## src/rtl/hazard_stall_ctrl_if.sv

```systemverilog
// hazard_stall_ctrl_if: hazard/stall signal bundle between the ID-stage sequencer and the pipeline
//   slave  (sequencer side): hazard sources in; PC, IF/ID and ID/EX controls and statistics out
//   master (pipeline side):  the mirror image of slave
interface hazard_stall_ctrl_if;
    logic [4:0]  id_rs;
    logic [4:0]  id_rt;
    logic        id_uses_rt;
    logic        ex_mem_read;
    logic [4:0]  ex_rt;
    logic        br_taken;
    logic        dmem_req;
    logic        dmem_ready;
    logic        pc_write;
    logic        ifid_write;
    logic        ifid_flush;
    logic        idex_bubble;
    logic        pipe_freeze;
    logic        timeout_err;
    logic [31:0] stall_cycles;
    logic [15:0] flush_count;
    modport slave (
        input  id_rs, id_rt, id_uses_rt, ex_mem_read, ex_rt, br_taken, dmem_req, dmem_ready,
        output pc_write, ifid_write, ifid_flush, idex_bubble, pipe_freeze, timeout_err,
               stall_cycles, flush_count
    );
    modport master (
        output id_rs, id_rt, id_uses_rt, ex_mem_read, ex_rt, br_taken, dmem_req, dmem_ready,
        input  pc_write, ifid_write, ifid_flush, idex_bubble, pipe_freeze, timeout_err,
               stall_cycles, flush_count
    );
endinterface

```

## src/rtl/hazard_stall_ctrl.sv

```systemverilog
// hazard_stall_ctrl: load-use bubbles, data-memory freeze and branch flush sequencer for a 5-stage MIPS pipe
//   clk, rst        rising-edge clock; asynchronous active-high reset
//   hz (slave)      id_rs/id_rt/id_uses_rt, ex_mem_read/ex_rt, br_taken, dmem_req/dmem_ready in;
//                   pc_write, ifid_write, ifid_flush, idex_bubble, pipe_freeze, timeout_err,
//                   stall_cycles[31:0], flush_count[15:0] out
//   LOAD_STALL_CYC  bubbles per load-use hazard (1..15)
//   MEM_TIMEOUT     MEM_WAIT cycles before a forced release (1..255)
//   HAZARD_STATS_EN define to build the stall/flush statistics counters; otherwise they read 0
module hazard_stall_ctrl #(
    parameter int LOAD_STALL_CYC = 1,
    parameter int MEM_TIMEOUT    = 255
) (
    input logic              clk,
    input logic              rst,
    hazard_stall_ctrl_if.slave hz
);
    typedef enum logic [1:0] {RUN, LU_STALL, MEM_WAIT} state_t;
    localparam logic [7:0] BUB_LAST  = 8'(LOAD_STALL_CYC - 1);
    localparam logic [7:0] WAIT_MAX  = 8'(MEM_TIMEOUT);
    localparam bit         MULTI_BUB = LOAD_STALL_CYC > 1;
    state_t     state, state_nx;
    logic [7:0] bub_cnt, bub_cnt_nx, wait_cnt, wait_cnt_nx;
    logic       terr, terr_set;
    logic       lu_hz, mem_hz;
    logic       pc_w, ifid_w, flush, bubble, freeze;
    assign lu_hz  = hz.ex_mem_read & (hz.ex_rt != 5'd0) &
                    ((hz.ex_rt == hz.id_rs) | (hz.id_uses_rt & (hz.ex_rt == hz.id_rt)));
    assign mem_hz = hz.dmem_req & ~hz.dmem_ready;
    always_comb begin
        state_nx    = state;
        bub_cnt_nx  = bub_cnt;
        wait_cnt_nx = wait_cnt;
        terr_set    = 1'b0;
        pc_w        = 1'b1;
        ifid_w      = 1'b1;
        flush       = 1'b0;
        bubble      = 1'b0;
        freeze      = 1'b0;
        case (state)
            RUN: begin
                if (mem_hz) begin
                    pc_w        = 1'b0;
                    ifid_w      = 1'b0;
                    freeze      = 1'b1;
                    wait_cnt_nx = 8'd1;
                    state_nx    = MEM_WAIT;
                end else if (lu_hz) begin
                    pc_w       = 1'b0;
                    ifid_w     = 1'b0;
                    bubble     = 1'b1;
                    bub_cnt_nx = 8'd1;
                    state_nx   = MULTI_BUB ? LU_STALL : RUN;
                end else
                    flush = hz.br_taken;
            end
            LU_STALL: begin
                // A memory stall here means the load already left EX, so remaining bubbles are dropped.
                if (mem_hz) begin
                    pc_w        = 1'b0;
                    ifid_w      = 1'b0;
                    freeze      = 1'b1;
                    wait_cnt_nx = 8'd1;
                    state_nx    = MEM_WAIT;
                end else begin
                    pc_w       = 1'b0;
                    ifid_w     = 1'b0;
                    bubble     = 1'b1;
                    bub_cnt_nx = bub_cnt + 8'(bub_cnt != 8'hff);
                    state_nx   = (bub_cnt == BUB_LAST) ? RUN : LU_STALL;
                end
            end
            MEM_WAIT: begin
                if (hz.dmem_ready)
                    state_nx = RUN;
                else if (wait_cnt == WAIT_MAX) begin
                    terr_set = 1'b1;
                    state_nx = RUN;
                end else begin
                    pc_w        = 1'b0;
                    ifid_w      = 1'b0;
                    freeze      = 1'b1;
                    wait_cnt_nx = wait_cnt + 8'(wait_cnt != 8'hff);
                end
            end
            default: state_nx = RUN;
        endcase
    end
    always_ff @(posedge clk or posedge rst) begin
        if (rst) begin
            state    <= RUN;
            bub_cnt  <= '0;
            wait_cnt <= '0;
            terr     <= 1'b0;
        end else begin
            state    <= state_nx;
            bub_cnt  <= bub_cnt_nx;
            wait_cnt <= wait_cnt_nx;
            terr     <= terr | terr_set;
        end
    end
    // While rst is high the pipe is held and a NOP is forced into IF/ID and ID/EX.
    assign hz.pc_write    = ~rst & pc_w;
    assign hz.ifid_write  = ~rst & ifid_w;
    assign hz.ifid_flush  = rst | flush;
    assign hz.idex_bubble = rst | bubble;
    assign hz.pipe_freeze = ~rst & freeze;
    assign hz.timeout_err = terr;
`ifdef HAZARD_STATS_EN
    logic [31:0] stall_q;
    logic [15:0] flush_q;
    always_ff @(posedge clk or posedge rst) begin
        if (rst) begin
            stall_q <= '0;
            flush_q <= '0;
        end else begin
            if (!pc_w && stall_q != '1) stall_q <= stall_q + 32'd1;
            if (flush && flush_q != '1) flush_q <= flush_q + 16'd1;
        end
    end
    assign hz.stall_cycles = stall_q;
    assign hz.flush_count  = flush_q;
`else
    assign hz.stall_cycles = '0;
    assign hz.flush_count  = '0;
`endif
endmodule

```

## src/flat_wrapper.sv

```systemverilog
// flat-port wrapper written by rule: the top's interface ports become plain ports
module hazard_stall_ctrl_flat 
#(
    parameter int LOAD_STALL_CYC = 1,
    parameter int MEM_TIMEOUT    = 255
)
  (clk, rst, hz_id_rs, hz_id_rt, hz_id_uses_rt, hz_ex_mem_read, hz_ex_rt, hz_br_taken, hz_dmem_req, hz_dmem_ready, hz_pc_write, hz_ifid_write, hz_ifid_flush, hz_idex_bubble, hz_pipe_freeze, hz_timeout_err, hz_stall_cycles, hz_flush_count);
  hazard_stall_ctrl_if hz_i ();
  input logic clk;
  input logic rst;
  input wire logic [$bits(hz_i.id_rs)-1:0] hz_id_rs;
  input wire logic [$bits(hz_i.id_rt)-1:0] hz_id_rt;
  input wire logic [$bits(hz_i.id_uses_rt)-1:0] hz_id_uses_rt;
  input wire logic [$bits(hz_i.ex_mem_read)-1:0] hz_ex_mem_read;
  input wire logic [$bits(hz_i.ex_rt)-1:0] hz_ex_rt;
  input wire logic [$bits(hz_i.br_taken)-1:0] hz_br_taken;
  input wire logic [$bits(hz_i.dmem_req)-1:0] hz_dmem_req;
  input wire logic [$bits(hz_i.dmem_ready)-1:0] hz_dmem_ready;
  output wire logic [$bits(hz_i.pc_write)-1:0] hz_pc_write;
  output wire logic [$bits(hz_i.ifid_write)-1:0] hz_ifid_write;
  output wire logic [$bits(hz_i.ifid_flush)-1:0] hz_ifid_flush;
  output wire logic [$bits(hz_i.idex_bubble)-1:0] hz_idex_bubble;
  output wire logic [$bits(hz_i.pipe_freeze)-1:0] hz_pipe_freeze;
  output wire logic [$bits(hz_i.timeout_err)-1:0] hz_timeout_err;
  output wire logic [$bits(hz_i.stall_cycles)-1:0] hz_stall_cycles;
  output wire logic [$bits(hz_i.flush_count)-1:0] hz_flush_count;
  assign hz_i.id_rs = hz_id_rs;
  assign hz_i.id_rt = hz_id_rt;
  assign hz_i.id_uses_rt = hz_id_uses_rt;
  assign hz_i.ex_mem_read = hz_ex_mem_read;
  assign hz_i.ex_rt = hz_ex_rt;
  assign hz_i.br_taken = hz_br_taken;
  assign hz_i.dmem_req = hz_dmem_req;
  assign hz_i.dmem_ready = hz_dmem_ready;
  assign hz_pc_write = hz_i.pc_write;
  assign hz_ifid_write = hz_i.ifid_write;
  assign hz_ifid_flush = hz_i.ifid_flush;
  assign hz_idex_bubble = hz_i.idex_bubble;
  assign hz_pipe_freeze = hz_i.pipe_freeze;
  assign hz_timeout_err = hz_i.timeout_err;
  assign hz_stall_cycles = hz_i.stall_cycles;
  assign hz_flush_count = hz_i.flush_count;
  hazard_stall_ctrl #(.LOAD_STALL_CYC(LOAD_STALL_CYC), .MEM_TIMEOUT(MEM_TIMEOUT)) u_core (.clk(clk), .rst(rst), .hz(hz_i));
endmodule
```

## config.mk

```make
export PLATFORM = sky130hd
export DESIGN_NAME = hazard_stall_ctrl_flat
export DESIGN_NICKNAME = d
export VERILOG_FILES = /design/src/rtl/hazard_stall_ctrl_if.sv /design/src/rtl/hazard_stall_ctrl.sv /design/src/flat_wrapper.sv
export SDC_FILE = /design/constraint.sdc
export NUM_CORES = 1
export LEC_CHECK = 0
export ABC_CLOCK_PERIOD_IN_PS = 4300
export BUFFER_PORTS_ARGS = -buffer_cell sky130_fd_sc_hd__buf_4
export CAP_MARGIN = 10
export CORE_ASPECT_RATIO = 0.7
export CORE_MARGIN = 10
export CORE_UTILIZATION = 50
export DETAILED_ROUTE_END_ITERATION = 10
export GPL_TIMING_DRIVEN = 0
export PLACE_DENSITY = 0.88
export SLEW_MARGIN = 10
export SYNTH_ARGS = -nofsm -noshare
export SYNTH_HDL_FRONTEND = slang
export SYNTH_SLANG_ARGS = --single-unit
```

## constraint.sdc

```tcl
create_clock -name clk -period 4.3 [get_ports clk]
set_input_delay 0.43 -clock clk [delete_from_list [all_inputs] [get_ports clk]]
set_output_delay 0.43 -clock clk [all_outputs]
set_load 0.01 [all_outputs]
```

==> qor.yml <==
fin_setup_tns_ns: 0
synth_edf_count: 0
clk_pin_slew_worst_paths_ns: 0.07
final_max_slew_viol_count: 0
timing.final.crit_share_pct: 57.75
crit_required_ns: 3.87
grt_use_total_pct: 12.15
drt_iter0_markers: 195
rows: 17
drtAntennaViolNets: 0
die_h_um: 67.45
dp_hpwl_mm: 3.171
stdcell_area_mm2: 0.002079
coreArea_mm2: 0.003127
dp_slack_ns: 1.796
cp_top_family: "simple AND/OR/NAND/NOR gates"
clock_path_buffers: 2
cp.arrival_ns: 2.05
max_stage_delay_ns: 0.51
clock_latency_ns: 0.26
worstSetupEndpointType: "output pin"
root_buffer: "clkbuf_8"
syn_to_final_growth_pct: 29.34
io_buffer_count: 27
grtUsageMet2_pct: 21.01
num-nets-final: 295
p_leak_nw: 1.063
n_antenna_cell: 0
hold_path_class: "in2async"
place_area_mm2: 0.002034
tightest_slew_ns: 0.7876
fillers: 270
routed-via-count: 1399
drive_above_1_share_pct: 33.58
use_met1_pct: 13.49
max_slew_margin_pct: 47.44
outcome: "finished clean"
grt_overflow: 0
grt_setup_unrepaired: "false"
synth_seq_area_share_pct: 29.57
timing.fmax_mhz: 402.7
met3_usage_pct: 5.409
synthCells: 190
ys.flop_type: "dfrtp_1"
die_area_mm2: 0.005920
finalClockSkew_ns: 0.003041
fin_crit_ns: 2.483
ys_types: 40
die_width_um: 87.78
antenna_found_initial: 0
start_util_pct: 51.42
vias_per_cell: 4.572
drc: 0
slowest_stage: "or4_1"
critPathBufInv: 3
drt-pass1-iter-count: 4
grt_max_degree: 23
ys_warn_count: 0
grt_most_used_layer: "met2"
io_pins: 76
start_kind: "input pin"
drv_cap: 0
async_flop_share_pct: 100.0
cts_hold_buffers: 0
grt_first_pass_wirelength_mm: 5.906
cts_setup_buffers: 0
crit_cells: 7
wl_per_cell_um: 12.36
synthesis.area_mm2: 0.001608
h-tree-depth: 1
reg2reg_depth: 8
tritoncts: "built"
cellPowerDensity_mw_per_mm2: 265.1
syn_area_per_cell_um2: 8.462
layout_setup_ws_ns: 1.817
finalHoldViolations: 0
cp_common_cell: "buf_4"
cts_inserted_buffers: 3
cts_resized: 0
cts_sinks: 19
first_global_vias: 1278
routed_wl_mm: 3.781
ir_drop_v: 0.0001443
crit_type: "in2out"
setup_viol: 0
ys_ff_latch: 19
path_cells: "buf_4, or4_1, o21ai_0, nor2b_1, o41ai_1, buf_4, buf_4"
worst-path-max-fanout: 3
gp_congestion: 0.8831
-- placed cells by master, fill, tap and decap left out, types with 2 or more instances in the layout --
master and n:
a211oi_1 2, a21oi_1 10, a31o_1 2, a31o_2 5, and3_1 2, buf_4 77, clkbuf_1 3, clkbuf_8 3
conb_1 48, dfrtp_1 19, ha_1 4, inv_1 4, nand2_1 10, nand3_1 9, nand4_1 6, nor2_1 16
nor2b_1 2, nor4_1 3, o21ai_0 4, or4_1 3, xnor2_1 16
-- metrics by stage --
stage	power [W]	utilization, %	cells	hold slack [ns]
2_1_floorplan	0.0003741	-	237	0.4015
3_3_place_gp	0.0004176	65.07	302	0.4511
3_5_place_dp	0.0004228	65.07	302	0.4498
4_1_cts	0.0005489	66.51	306	0.3755
5_1_grt	0.0005914	66.51	306	0.4155
6_report	0.0005513	66.51	306	0.3282
-- cell type report --
| type | instances | area (um^2) | area share (%) |
|---|---|---|---|
| multi-input cells | 160 | 900.9 | 43.32 |
| flip-flops and latches | 19 | 475.5 | 22.86 |
| plain buffers | 54 | 392.9 | 18.89 |
| inverters | 4 | 15.01 | 0.7220 |
| well taps | 38 | 47.55 | 2.286 |
| clock buffers | 4 | 45.04 | 2.166 |
| repair buffers | 27 | 202.7 | 9.747 |
-- sequential cells by signal, summed over array words and instances, names as in the netlist --
name / flops
u_core.bub_cnt: 8
u_core.hz.timeout_err: 1
u_core.state: 2
u_core.wait_cnt: 8
-- synthesized netlist by cell type, types with 2 or more instances --
library cell,n,area (um^2)
a211oi_1,2,15.01
a21oi_1,10,50.05
a31o_1,2,17.52
a31o_2,5,43.79
and3_1,2,12.51
buf_4,50,375.4
clkbuf_1,2,7.510
dfrtp_1,19,475.5
ha_1,4,50.05
inv_1,4,15.01
nand2_1,10,37.54
nand3_1,9,45.04
nand4_1,6,37.54
nor2_1,16,60.06
nor2b_1,2,12.51
nor4_1,3,18.77
o21ai_0,4,20.02
or4_1,3,22.52
xnor2_1,16,140.1
-- path summary, 6_finish.rpt --
check / startpoint / endpoint / slack [ns]
setup / recovery: hz_ex_rt[1] / hz_pc_write / 1.82
hold / removal: rst / u_core.wait_cnt[4] / 0.33
setup reg to reg: u_core.bub_cnt[4] / u_core.bub_cnt[6] / 2.26
hold reg to reg: u_core.hz.timeout_err / u_core.hz.timeout_err / 0.46
max in group asynchronous: rst / u_core.wait_cnt[1] / 3.48
min in group clk: u_core.hz.timeout_err / u_core.hz.timeout_err / 0.46
-- logic make-up after synthesis --
group                    share of synthesized area [%]
AND/OR/NAND/NOR                                  18.83
buffers and inverters                            25.37
AO/OA/AOI/OAI                                    13.54
flip-flops                                       29.57
XOR/XNOR                                         8.716
adder cells (fa/ha/maj)                          3.113
other                                           0.2332
multiplexers                                    0.6226
-- report_power, final --
group / total, W / switching (W) / leakage [nW] / internal, W
Clock: 0.000127 / 0.0000611 / 0.0228 / 0.0000660
Sequential: 0.000245 / 0.0000381 / 0.249 / 0.000207
Combinational: 0.000179 / 0.0000839 / 0.791 / 0.0000950
Total: 0.000551 / 0.000183 / 1.06 / 0.000368
-- metal layers --
layer / vias up / share of wire, % / wire (um)
li1: 719 / - / -
met1: 611 / 38 / 1419
met2: 63 / 49 / 1836
met3: 6 / 12 / 470
met4: 0 / 1.5 / 55
met5: - / 0 / 0
Power figures use the tool's default switching activity.
